==> config.mk <==
export PLATFORM = sky130hd
export DESIGN_NAME = mc_control_fsm
export DESIGN_NICKNAME = d
export VERILOG_FILES = /design/src/rtl/mc_ctrl_pkg.sv /design/src/rtl/mc_control_fsm_wait_cnt.sv /design/src/rtl/mc_control_fsm.sv
export SDC_FILE = /design/constraint.sdc
export NUM_CORES = 1
export LEC_CHECK = 0
export CORE_ASPECT_RATIO = 1.4
export CORE_MARGIN = 1.5
export CORE_UTILIZATION = 45
export CTS_CLUSTER_DIAMETER = 100
export DETAILED_ROUTE_END_ITERATION = 6
export GPL_ROUTABILITY_DRIVEN = 1
export PLACE_DENSITY = 0.79
export SETUP_SLACK_MARGIN = 0.1
export SLEW_MARGIN = 10
export SYNTH_ARGS = -nofsm -noshare
export SYNTH_HDL_FRONTEND = slang
export SYNTH_HIERARCHICAL = 1
export SYNTH_SLANG_ARGS = --single-unit
==> constraint.sdc <==
create_clock -name clk -period 2.9 [get_ports clk]
set_clock_uncertainty 0.15 [all_clocks]
set_input_delay 0.58 -clock clk [delete_from_list [all_inputs] [get_ports clk]]
set_output_delay 0.58 -clock clk [all_outputs]
set_load 0.005 [all_outputs]
==> src/rtl/mc_ctrl_pkg.sv <==
// Shared state, instruction-class and mux/ALU encodings for the multicycle MIPS control unit.
// MC_CTRL_MULDIV_EN adds mult/div/mfhi/mflo to the instruction decode.
package mc_ctrl_pkg;

  typedef enum logic [4:0] {
    S_RST_SP  = 5'd0,
    S_FETCH   = 5'd1,
    S_DECODE  = 5'd2,
    S_EXEC_R  = 5'd3,
    S_EXEC_I  = 5'd4,
    S_WB      = 5'd5,
    S_ADDR    = 5'd6,
    S_MEM_RD  = 5'd7,
    S_MEM_WB  = 5'd8,
    S_MEM_WR  = 5'd9,
    S_BRANCH  = 5'd10,
    S_JUMP    = 5'd11,
    S_EXC     = 5'd12,
    S_EXC_JMP = 5'd13,
    S_MULDIV  = 5'd14
  } state_t;

  typedef enum logic [3:0] {
    C_ADD, C_SUB, C_AND, C_ADDI, C_LW, C_SW, C_BEQ, C_BNE, C_J,
    C_MULT, C_DIV, C_MFHI, C_MFLO, C_ILL
  } ins_t;

  localparam logic [5:0] OP_RTYPE = 6'h00;
  localparam logic [5:0] OP_ADDI  = 6'h08;
  localparam logic [5:0] OP_LW    = 6'h23;
  localparam logic [5:0] OP_SW    = 6'h2B;
  localparam logic [5:0] OP_BEQ   = 6'h04;
  localparam logic [5:0] OP_BNE   = 6'h05;
  localparam logic [5:0] OP_J     = 6'h02;

  localparam logic [5:0] FN_ADD   = 6'h20;
  localparam logic [5:0] FN_SUB   = 6'h22;
  localparam logic [5:0] FN_AND   = 6'h24;
  localparam logic [5:0] FN_MULT  = 6'h18;
  localparam logic [5:0] FN_DIV   = 6'h1A;
  localparam logic [5:0] FN_MFHI  = 6'h10;
  localparam logic [5:0] FN_MFLO  = 6'h12;

  localparam logic [2:0] ALU_ADD = 3'b001;
  localparam logic [2:0] ALU_SUB = 3'b010;
  localparam logic [2:0] ALU_AND = 3'b011;

  localparam logic [1:0] SRCA_PC = 2'b00;
  localparam logic [1:0] SRCA_A  = 2'b01;

  localparam logic [2:0] SRCB_B      = 3'b000;
  localparam logic [2:0] SRCB_4      = 3'b001;
  localparam logic [2:0] SRCB_IMM    = 3'b010;
  localparam logic [2:0] SRCB_IMM_SH = 3'b011;

  localparam logic [2:0] IORD_PC     = 3'b000;
  localparam logic [2:0] IORD_ALUOUT = 3'b001;
  localparam logic [2:0] IORD_EXC    = 3'b010;

  localparam logic [2:0] PCSRC_ALU    = 3'b000;
  localparam logic [2:0] PCSRC_ALUOUT = 3'b001;
  localparam logic [2:0] PCSRC_JUMP   = 3'b010;
  localparam logic [2:0] PCSRC_MDR    = 3'b011;

  localparam logic [1:0] RDST_RT = 2'b00;
  localparam logic [1:0] RDST_RD = 2'b01;
  localparam logic [1:0] RDST_SP = 2'b10;

  localparam logic [3:0] TOREG_ALUOUT = 4'b0000;
  localparam logic [3:0] TOREG_MDR    = 4'b0001;
  localparam logic [3:0] TOREG_HI     = 4'b0010;
  localparam logic [3:0] TOREG_LO     = 4'b0011;
  localparam logic [3:0] TOREG_SP     = 4'b0100;

  localparam logic [1:0] EXC_NONE = 2'b00;
  localparam logic [1:0] EXC_OVF  = 2'b01;
  localparam logic [1:0] EXC_NOOP = 2'b10;

  function automatic ins_t decode_ins(input logic [5:0] opcode, input logic [5:0] funct);
    ins_t c;
    c = C_ILL;
    case (opcode)
      OP_RTYPE: begin
        case (funct)
          FN_ADD:  c = C_ADD;
          FN_SUB:  c = C_SUB;
          FN_AND:  c = C_AND;
`ifdef MC_CTRL_MULDIV_EN
          FN_MULT: c = C_MULT;
          FN_DIV:  c = C_DIV;
          FN_MFHI: c = C_MFHI;
          FN_MFLO: c = C_MFLO;
`endif
          default: c = C_ILL;
        endcase
      end
      OP_ADDI: c = C_ADDI;
      OP_LW:   c = C_LW;
      OP_SW:   c = C_SW;
      OP_BEQ:  c = C_BEQ;
      OP_BNE:  c = C_BNE;
      OP_J:    c = C_J;
      default: c = C_ILL;
    endcase
    return c;
  endfunction

  function automatic logic is_arith(input ins_t c);
    return (c == C_ADD) || (c == C_SUB) || (c == C_ADDI);
  endfunction

  function automatic logic is_rtype(input ins_t c);
    return (c == C_ADD) || (c == C_SUB) || (c == C_AND) || (c == C_MFHI) || (c == C_MFLO);
  endfunction

endpackage

==> src/rtl/mc_control_fsm_wait_cnt.sv <==
// Saturating 4-bit wait counter: load sets it to 1, otherwise it counts up to 15 and holds.
// last flags the cycle in which the count equals MEM_WAIT.
module mc_wait_cnt #(
  parameter int MEM_WAIT = 1
) (
  input  logic       clk,
  input  logic       reset,
  input  logic       load,
  output logic [3:0] cnt,
  output logic       last
);

  always_ff @(posedge clk or posedge reset) begin
    if (reset)
      cnt <= 4'd0;
    else if (load)
      cnt <= 4'd1;
    else if (cnt != 4'hF)
      cnt <= cnt + 4'd1;
  end

  assign last = (cnt == 4'(MEM_WAIT));

endmodule

==> src/rtl/mc_control_fsm.sv <==
// Multicycle MIPS-subset control unit: state register plus Moore output decode, outputs forced low while reset is high.
// Optional MC_CTRL_MULDIV_EN adds the iterative mult/div handshake (MULDIV state, hi/lo writes).
module mc_control_fsm
  import mc_ctrl_pkg::*;
#(
  parameter int MEM_WAIT  = 1,
  parameter int STACK_REG = 29
) (
  input  logic       clk,
  input  logic       reset,
  input  logic [5:0] OPCODE,
  input  logic [5:0] FUNCT,
  input  logic       OV,
  input  logic       ZR,
  input  logic       muldiv_done,
  output logic       pc_write,
  output logic       ir_write,
  output logic       a_write,
  output logic       b_write,
  output logic       mdr_write,
  output logic       aluout_write,
  output logic       reg_write,
  output logic       mem_wr,
  output logic       epc_write,
  output logic       hi_write,
  output logic       lo_write,
  output logic       muldiv_start,
  output logic [1:0] alu_srcA,
  output logic [2:0] alu_srcB,
  output logic [2:0] alu_op,
  output logic [2:0] iord,
  output logic [2:0] pc_src,
  output logic [1:0] reg_dst,
  output logic [3:0] mem_toreg,
  output logic [1:0] except,
  output logic [4:0] state
);

  state_t     state_q;
  ins_t       cls_q;
  ins_t       dec_cls;
  logic       exc_wait;
  logic       hold;
  logic [3:0] cnt;
  logic       last;

  // STACK_REG is consumed by the datapath register-file mux, not by the sequencing here.
  logic [4:0] unused_stack_reg;
  assign unused_stack_reg = 5'(STACK_REG);

  assign dec_cls = decode_ins(OPCODE, FUNCT);
  assign state   = state_q;

  // The counter reloads on every state change; EXC also reloads after its EPC cycle.
  always_comb begin
    hold = 1'b0;
    case (state_q)
      S_FETCH, S_MEM_RD, S_MEM_WR: hold = !last;
      S_EXC:                       hold = exc_wait && !last;
`ifdef MC_CTRL_MULDIV_EN
      S_MULDIV:                    hold = (cnt == 4'd1) || !muldiv_done;
`endif
      default:                     hold = 1'b0;
    endcase
  end

`ifndef MC_CTRL_MULDIV_EN
  logic unused_muldiv_done;
  assign unused_muldiv_done = muldiv_done;
`endif

  mc_wait_cnt #(.MEM_WAIT(MEM_WAIT)) u_wait_cnt (
    .clk   (clk),
    .reset (reset),
    .load  (!hold),
    .cnt   (cnt),
    .last  (last)
  );

  always_ff @(posedge clk or posedge reset) begin
    if (reset) begin
      state_q  <= S_RST_SP;
      cls_q    <= C_ILL;
      exc_wait <= 1'b0;
    end else begin
      exc_wait <= (state_q == S_EXC);
      case (state_q)
        S_RST_SP: state_q <= S_FETCH;
        S_FETCH:  if (last) state_q <= S_DECODE;
        S_DECODE: begin
          cls_q <= dec_cls;
          case (dec_cls)
            C_ADD, C_SUB, C_AND: state_q <= S_EXEC_R;
            C_ADDI:              state_q <= S_EXEC_I;
            C_LW, C_SW:          state_q <= S_ADDR;
            C_BEQ, C_BNE:        state_q <= S_BRANCH;
            C_J:                 state_q <= S_JUMP;
`ifdef MC_CTRL_MULDIV_EN
            C_MULT, C_DIV:       state_q <= S_MULDIV;
            C_MFHI, C_MFLO:      state_q <= S_WB;
`endif
            default:             state_q <= S_EXC;
          endcase
        end
        S_EXEC_R, S_EXEC_I: state_q <= S_WB;
        S_WB:      state_q <= (OV && is_arith(cls_q)) ? S_EXC : S_FETCH;
        S_ADDR:    state_q <= (cls_q == C_LW) ? S_MEM_RD : S_MEM_WR;
        S_MEM_RD:  if (last) state_q <= S_MEM_WB;
        S_MEM_WB:  state_q <= S_FETCH;
        S_MEM_WR:  if (last) state_q <= S_FETCH;
        S_BRANCH:  state_q <= S_FETCH;
        S_JUMP:    state_q <= S_FETCH;
        S_EXC:     if (exc_wait && last) state_q <= S_EXC_JMP;
        S_EXC_JMP: state_q <= S_FETCH;
`ifdef MC_CTRL_MULDIV_EN
        S_MULDIV:  if ((cnt != 4'd1) && muldiv_done) state_q <= S_FETCH;
`endif
        default:   state_q <= S_RST_SP;
      endcase
    end
  end

  always_comb begin
    pc_write = 1'b0; ir_write = 1'b0; a_write = 1'b0; b_write = 1'b0;
    mdr_write = 1'b0; aluout_write = 1'b0; reg_write = 1'b0; mem_wr = 1'b0;
    epc_write = 1'b0; hi_write = 1'b0; lo_write = 1'b0; muldiv_start = 1'b0;
    alu_srcA = SRCA_PC; alu_srcB = SRCB_B; alu_op = 3'b000; iord = IORD_PC;
    pc_src = PCSRC_ALU; reg_dst = RDST_RT; mem_toreg = TOREG_ALUOUT; except = EXC_NONE;
    if (!reset) begin
      case (state_q)
        S_RST_SP: begin
          reg_write = 1'b1; reg_dst = RDST_SP; mem_toreg = TOREG_SP;
        end
        S_FETCH: begin
          alu_srcB = SRCB_4; alu_op = ALU_ADD;
          if (last) begin
            ir_write = 1'b1; pc_write = 1'b1;
          end
        end
        S_DECODE: begin
          a_write = 1'b1; b_write = 1'b1; alu_srcB = SRCB_IMM_SH;
          alu_op = ALU_ADD; aluout_write = 1'b1;
        end
        S_EXEC_R: begin
          alu_srcA = SRCA_A; aluout_write = 1'b1;
          alu_op = (cls_q == C_SUB) ? ALU_SUB : (cls_q == C_AND) ? ALU_AND : ALU_ADD;
        end
        S_EXEC_I: begin
          alu_srcA = SRCA_A; alu_srcB = SRCB_IMM; alu_op = ALU_ADD; aluout_write = 1'b1;
        end
        S_WB: begin
          if (!(OV && is_arith(cls_q))) begin
            reg_write = 1'b1;
            reg_dst   = is_rtype(cls_q) ? RDST_RD : RDST_RT;
            mem_toreg = (cls_q == C_MFHI) ? TOREG_HI :
                        (cls_q == C_MFLO) ? TOREG_LO : TOREG_ALUOUT;
          end
        end
        S_ADDR: begin
          alu_srcA = SRCA_A; alu_srcB = SRCB_IMM; alu_op = ALU_ADD; aluout_write = 1'b1;
        end
        S_MEM_RD: begin
          iord = IORD_ALUOUT; mdr_write = last;
        end
        S_MEM_WB: begin
          reg_write = 1'b1; reg_dst = RDST_RT; mem_toreg = TOREG_MDR;
        end
        S_MEM_WR: begin
          iord = IORD_ALUOUT; mem_wr = 1'b1;
        end
        S_BRANCH: begin
          alu_srcA = SRCA_A; alu_op = ALU_SUB;
          if (((cls_q == C_BEQ) && ZR) || ((cls_q == C_BNE) && !ZR)) begin
            pc_write = 1'b1; pc_src = PCSRC_ALUOUT;
          end
        end
        S_JUMP: begin
          pc_write = 1'b1; pc_src = PCSRC_JUMP;
        end
        S_EXC: begin
          except = (cls_q == C_ILL) ? EXC_NOOP : EXC_OVF;
          if (!exc_wait) begin
            epc_write = 1'b1; alu_srcB = SRCB_4; alu_op = ALU_SUB;
          end else begin
            iord = IORD_EXC; mdr_write = last;
          end
        end
        S_EXC_JMP: begin
          pc_write = 1'b1; pc_src = PCSRC_MDR;
        end
`ifdef MC_CTRL_MULDIV_EN
        S_MULDIV: begin
          muldiv_start = (cnt == 4'd1);
          if ((cnt != 4'd1) && muldiv_done) begin
            hi_write = 1'b1; lo_write = 1'b1;
          end
        end
`endif
        default: ;
      endcase
    end
  end

endmodule

== Word-level counts from Yosys, hierarchy flattened ==
Memory sizes are Yosys's and may differ from the RTL's.
Index checks and enable logic that the tools add are counted.
Word-level totals
  flip-flop bits (word level): 14
  memory bits (read-only): 64
  output and inout bits: 39
  logic and storage cells: 132
  memories kept: 1
Memory list
  (name not given): depth 16, bits a word 4, rd ports 1, clocked after memory_dff 0, write ports 0, RTL line mc_control_fsm.sv:92  | case (dec_cls)
Cells by class
  add/subtract/negate cells: 1
  equal/unequal tests: 38
  muxes and demuxes: 61
  reduce and logical (&&, ||, !) cells: 27
Operators by type and width (number)
  $pmux 5 s9: 1
  $eq 5x4->1 const B: 6
  $eq 6x6->1 const B: 5
  $mux 2: 15
  $pmux 4 s7: 1
  $mux 1: 24
  $eq 5x3->1 const B: 4
  $mux 5: 4
  $mux 4: 4
  $pmux 2 s4: 2
  $eq 4x3->1 const B: 3
  $eq 4x4->1 const B: 3
  $eq 6x3->1 const B: 2
  $pmux 4 s3: 1
  $reduce_or 4->1: 3
  $eq 5x2->1 const B: 2
  $reduce_or 2->1: 5
  $pmux 3 s3: 1
  $eq 4x1->1 const B: 2
  $eq 4x2->1 const B: 2
  $pmux 2 s2: 2
  $eq 6x2->1 const B: 1
  $eq 6x4->1 const B: 1
  $logic_not 6->1: 1
  17 further kinds: 32

== Depth between registers and ports, before layout ==
Gate-level depths: netlist of the first run.
  word-level depth: 9
  mapped depth: 8
  depth with buffers taken out: 7

== Hierarchy ==
The synthesis of the first run kept the hierarchy.
By module, submodules not included
  mc_control_fsm: instances 1, cells an instance 204, area each 1407.6 um^2, sequential area each 229.0 um^2
  mc_wait_cnt: instances 1, cells an instance 22, area each 242.7 um^2, sequential area each 100.1 um^2

== Worst setup path before layout of the first run ==
Ideal clock, no wire load.
  path type: reg2out
  start: register state_q[0] (netlist: state[0])
  end: output alu_srcB[0]
  data arrival time: 1.615 ns
  data required time: 2.170 ns
  slack: 0.555 ns
  stages on the path, launching flop included: 5
  path buffers: 1
  cell sequence: dfrtp_1 > clkbuf_1 > nor4b_1 > a21oi_1 > a21oi_1
Between the ends
  word-level cells in the longest chain between the ends: 4
  elaborated cells between the ends (all ways): 8
  classes of those cells: 5 x eq/ne; 2 x mux; 1 x reduce/logical
Ends and longest elaborated chain
  from (decl): RTL line mc_control_fsm.sv:39  | state_t state_q;
  from (signal assigned): RTL line mc_control_fsm.sv:106  | S_WB: state_q <= (OV && is_arith(cls_q)) ? S_EXC : S_FETCH;
  from (signal assigned): RTL line mc_control_fsm.sv:107  | S_ADDR: state_q <= (cls_q == C_LW) ? S_MEM_RD : S_MEM_WR;
  $eq 5x3->1: RTL line mc_control_fsm.sv:130  | case (state_q)
  $reduce_or 2->1 (no source line)
  $pmux 2 s4 (*): RTL line mc_control_fsm.sv:130
  $mux 2 (*): RTL line mc_control_fsm.sv:129  | if (!reset) begin
  to (decl): RTL line mc_control_fsm.sv:29  | output logic [2:0] alu_srcB,
Mark *: on every way between the ends. The rest lies on a longest branch, timed or not.

== Worst setup path after layout of the first run ==
  start: register state_q[1] (netlist: state[1])
  end: output alu_op[1]
Between the ends
  word-level cells in the longest chain between the ends: 4
  elaborated cells between the ends (all ways): 10
  classes of those cells: 7 x eq/ne; 2 x mux; 1 x reduce/logical
Ends and longest elaborated chain
  $eq 5x1->1, or another cell as far along: RTL line mc_control_fsm.sv:130
  $reduce_or 4->1 (no source line)
  $pmux 2 s4 (*): RTL line mc_control_fsm.sv:130
  $mux 2 (*): RTL line mc_control_fsm.sv:129
  to (decl): RTL line mc_control_fsm.sv:30  | output logic [2:0] alu_op,
Marks and branches as above.

==> results of run 1 <==
==> stage by stage <==
step	total power [uW]	setup WS [ns]	hold WS (ns)	cells
5_1_grt	1530	0.0159	0.466	322
2_1_floorplan	820	0.555	0.196	235
3_3_place_gp	1170	-0.0681	0.391	312
6_report	1430	0.122	0.411	322
3_5_place_dp	1190	-0.0941	0.402	312
4_1_cts	1380	0.0483	0.408	319
==> per-layer routing <==
metal  global-route usage  part of all wire
met3               0.0258             0.055
met2                0.459              0.52
met5                    0                 0
met1                0.313              0.39
met4                0.136             0.035
==> path summary, 6_finish.rpt <==
| check | from | slack, ns | end |
|---|---|---|---|
| hold reg to reg | cls_q[2] | 0.41 | cls_q[2] |
| hold / removal | cls_q[2] | 0.41 | cls_q[2] |
| min in group asynchronous | reset | 0.45 | state[0] |
| setup reg to reg | state[2] | 0.45 | cls_q[0] |
| setup / recovery | state[1] | 0.12 | alu_op[1] |
| max in group asynchronous | reset | 1.68 | cls_q[2] |
==> power by group <==
part | internal, uW | switching, uW
registers | 232 | 84.8
clock network | 97.0 | 66.4
logic | 464 | 488
==> kinds of logic (layout without fill, tap and decap cells) <==
group                    Yosys count  after routing  share of synthesized area
AND/OR/NAND/NOR                  103            103                      0.368
AO/OA/AOI/OAI                     63             63                      0.270
buffers and inverters             40             87                      0.121
flip-flops                        13             13                      0.199
adder cells (fa/ha/maj)            2              2                     0.0152
XOR/XNOR                           2              2                     0.0106
multiplexers                       2              2                     0.0129
other                              1             10                    0.00227
==> state kept, by name, summed over array words and instances, names as in the netlist <==
signal and flops:
cls_q 4, state 4, u_wait_cnt/cnt 4, exc_wait 1
==> layout make-up <==
type                    instances  share of cell area
clock buffers                   4              0.0194
inverters                      11              0.0183
multi-input cells             182               0.517
flip-flops and latches         13               0.144
well taps                      40              0.0215
repair buffers                 72               0.280
==> cell usage in the layout (no fill, tap or decap), drive strengths merged, types with 2 or more instances in the layout <==
cell type	n
clkdlybuf4s50	32
buf	29
nor2	22
nand2	15
a21oi	12
o21ai	11
conb	10
inv	10
dfrtp	10
and3	9
nor3	7
nand3	7
nor4b	6
a31oi	6
dlygate4sd2	6
nand2b	6
dlymetal6s2s	5
nor2b	5
a211oi	5
and3b	4
nor4	4
clkbuf	4
o31ai	3
a21o	3
dfstp	3
o211ai	2
a41oi	2
nand3b	2
nand4b	2
or3	2
and4b	2
a311o	2
a21boi	2
o22a	2
nor3b	2
o32a	2
ha	2
or4	2
a2111oi	2
==> critical path, cell delays in order, from the launching register on <==
cell and delay (ns):
sky130_fd_sc_hd__dfrtp_2 0.47, sky130_fd_sc_hd__nand2b_2 0.27, sky130_fd_sc_hd__o21ai_0 0.17, sky130_fd_sc_hd__nand3_1 0.10
sky130_fd_sc_hd__a221oi_2 0.25, sky130_fd_sc_hd__clkdlybuf4s50_1 0.53
==> repair_timing <==
item,in CTS,in global routing
setup endpoints to repair,22,13
pin swaps,4,3
resized for setup,23,8
setup buffers,3,3
hold buffers,0,0
==> Yosys cell counts, drive strengths merged, types with 4 or more instances <==
| cell type | instances | area, sq um |
|---|---|---|
| nor2b | 5 | 31.3 |
| nand2b | 6 | 37.5 |
| clkbuf | 16 | 60.1 |
| a31oi | 6 | 37.5 |
| nor4 | 4 | 25.0 |
| a21oi | 12 | 60.1 |
| and3 | 9 | 57.6 |
| buf | 13 | 98.8 |
| nor2 | 22 | 82.6 |
| nand2 | 15 | 56.3 |
| nand3 | 7 | 40.0 |
| nor4b | 6 | 52.6 |
| dfrtp | 10 | 250 |
| inv | 10 | 37.5 |
| o21ai | 11 | 55.1 |
| nor3 | 7 | 40.0 |
| a211oi | 5 | 42.5 |
| and3b | 4 | 35.0 |
==> results_dict.tcl, run 1 <==
set metrics [dict create \
    nNetsFinal 302 \
    core_region_area_sq_um 3440 \
    leakage_power_uw 0.00103 \
    worst_setup_path_end_kind "primary output" \
    cp_data_arrival_time_ns 2.05 \
    worst-path-max-fanout 9 \
    power_density_nw_per_um2 616 \
    crit_type "flop to primary output" \
    maxCapViolCount 0 \
    fill_count 305 \
    area.growth.synth_to_final_pct 40.9 \
    detail_route.first_pass.iterations 6 \
    synth-seq-cells 13 \
    post_synth_num_cell_types 64 \
    gr-usage-all-layers 0.264 \
    layout_min_cycle_time_ns 2.78 \
    critical_path.startpoint_type "flop" \
    grt_antenna_before_repair 0 \
    power.ir.vdd_worst_v 0.000486 \
    tritoncts "built" \
    grt_first_pass_wirelength_microns 8080 \
    antenna-diode-count 0 \
    chipHeight_microns 74.7 \
    synth_edf_count 0 \
    initialDrtViolationCount 101 \
    relSlewSlack 0.556 \
    finalCoreUtilization 0.676 \
    status "completed" \
    cts.sink_count 13 \
    vias_per_cell 6.03 \
    first_global_vias 1802 \
    clk_path_buf_depth 2 \
    synthesis.area_per_instance_sq_um 7.30 \
    die_width_microns 54.2 \
    finalMaxSlewViolations 0 \
    final_period_util 0.958 \
    cts_buffers 3 \
    placement_rows 25 \
    clock_slew_at_reported_path_ffs_ns 0.06 \
    post_detailed_route_count_of_antenna_violating_nets 0 \
    finalSetupTns_ns 0 \
    buffer_ports.inserted 44 \
    gp_congestion 0.953 \
    floorplan.die_area_sq_um 4040 \
    cts_root_buf "sky130_fd_sc_hd__clkbuf_8" \
    max_freq_mhz 360 \
    setup_viol 0 \
    worst-endpoint-required_ns 2.17 \
    register_area_sq_um 334 \
    final_design_area_no_fill_sq_um 2320 \
    h_tree_levels 1 \
    synth.yosys.warnings 6 \
    num_vias 1942 \
    tightest_slew_ns 0.657 \
    netlist_instances 226 \
    syn_area_sq_um 1650 \
    total_count_of_hold_check_failures_in_the_final_report 0 \
    global_route.overflow_total 0 \
    clock_insertion_delay_worst_skew_ns 0.24 \
    totalWireLength_microns 4980 \
    multiInputGateArea_sq_um 1200 \
    async_reset_ff_frac 1.00 \
    remaining_drc_errors 0 \
    grt_start_max_net_pins 13 \
    hold_class "flop to flop" \
    placed_cell_area_sq_um 2180 \
    place_hpwl_microns 3790 \
    final_layout_size_suffix_gt1_frac 0.213 \
    r2r.worst_path.cells 5 \
    boundaryPins 56 \
    yosysSeqAreaShare 0.199 \
    hold_path_depth 2 \
    routed_wire_length_per_instance_microns 15.5 \
    leading_register_cell_type_out_of_synthesis "sky130_fd_sc_hd__dfrtp_1" \
    rsz0062_at_grt "true" \
    start_util 0.480 \
]
No activity file was read; power rests on OpenSTA's default activity.
==> inputs of run 2 (changes only) <==
--- a/config.mk
+++ b/config.mk
@@ -5,10 +5,12 @@
 export SDC_FILE = /design/constraint.sdc
 export NUM_CORES = 1
 export LEC_CHECK = 0
+export ABC_CLOCK_PERIOD_IN_PS = 2900
 export CORE_ASPECT_RATIO = 1.4
 export CORE_MARGIN = 1.5
 export CORE_UTILIZATION = 45
 export CTS_CLUSTER_DIAMETER = 100
+export CTS_CLUSTER_SIZE = 24
 export DETAILED_ROUTE_END_ITERATION = 6
 export GPL_ROUTABILITY_DRIVEN = 1
 export PLACE_DENSITY = 0.79
==> results of run 2 <==
The final DEF is identical to that of run 1; final timing and power are the same.
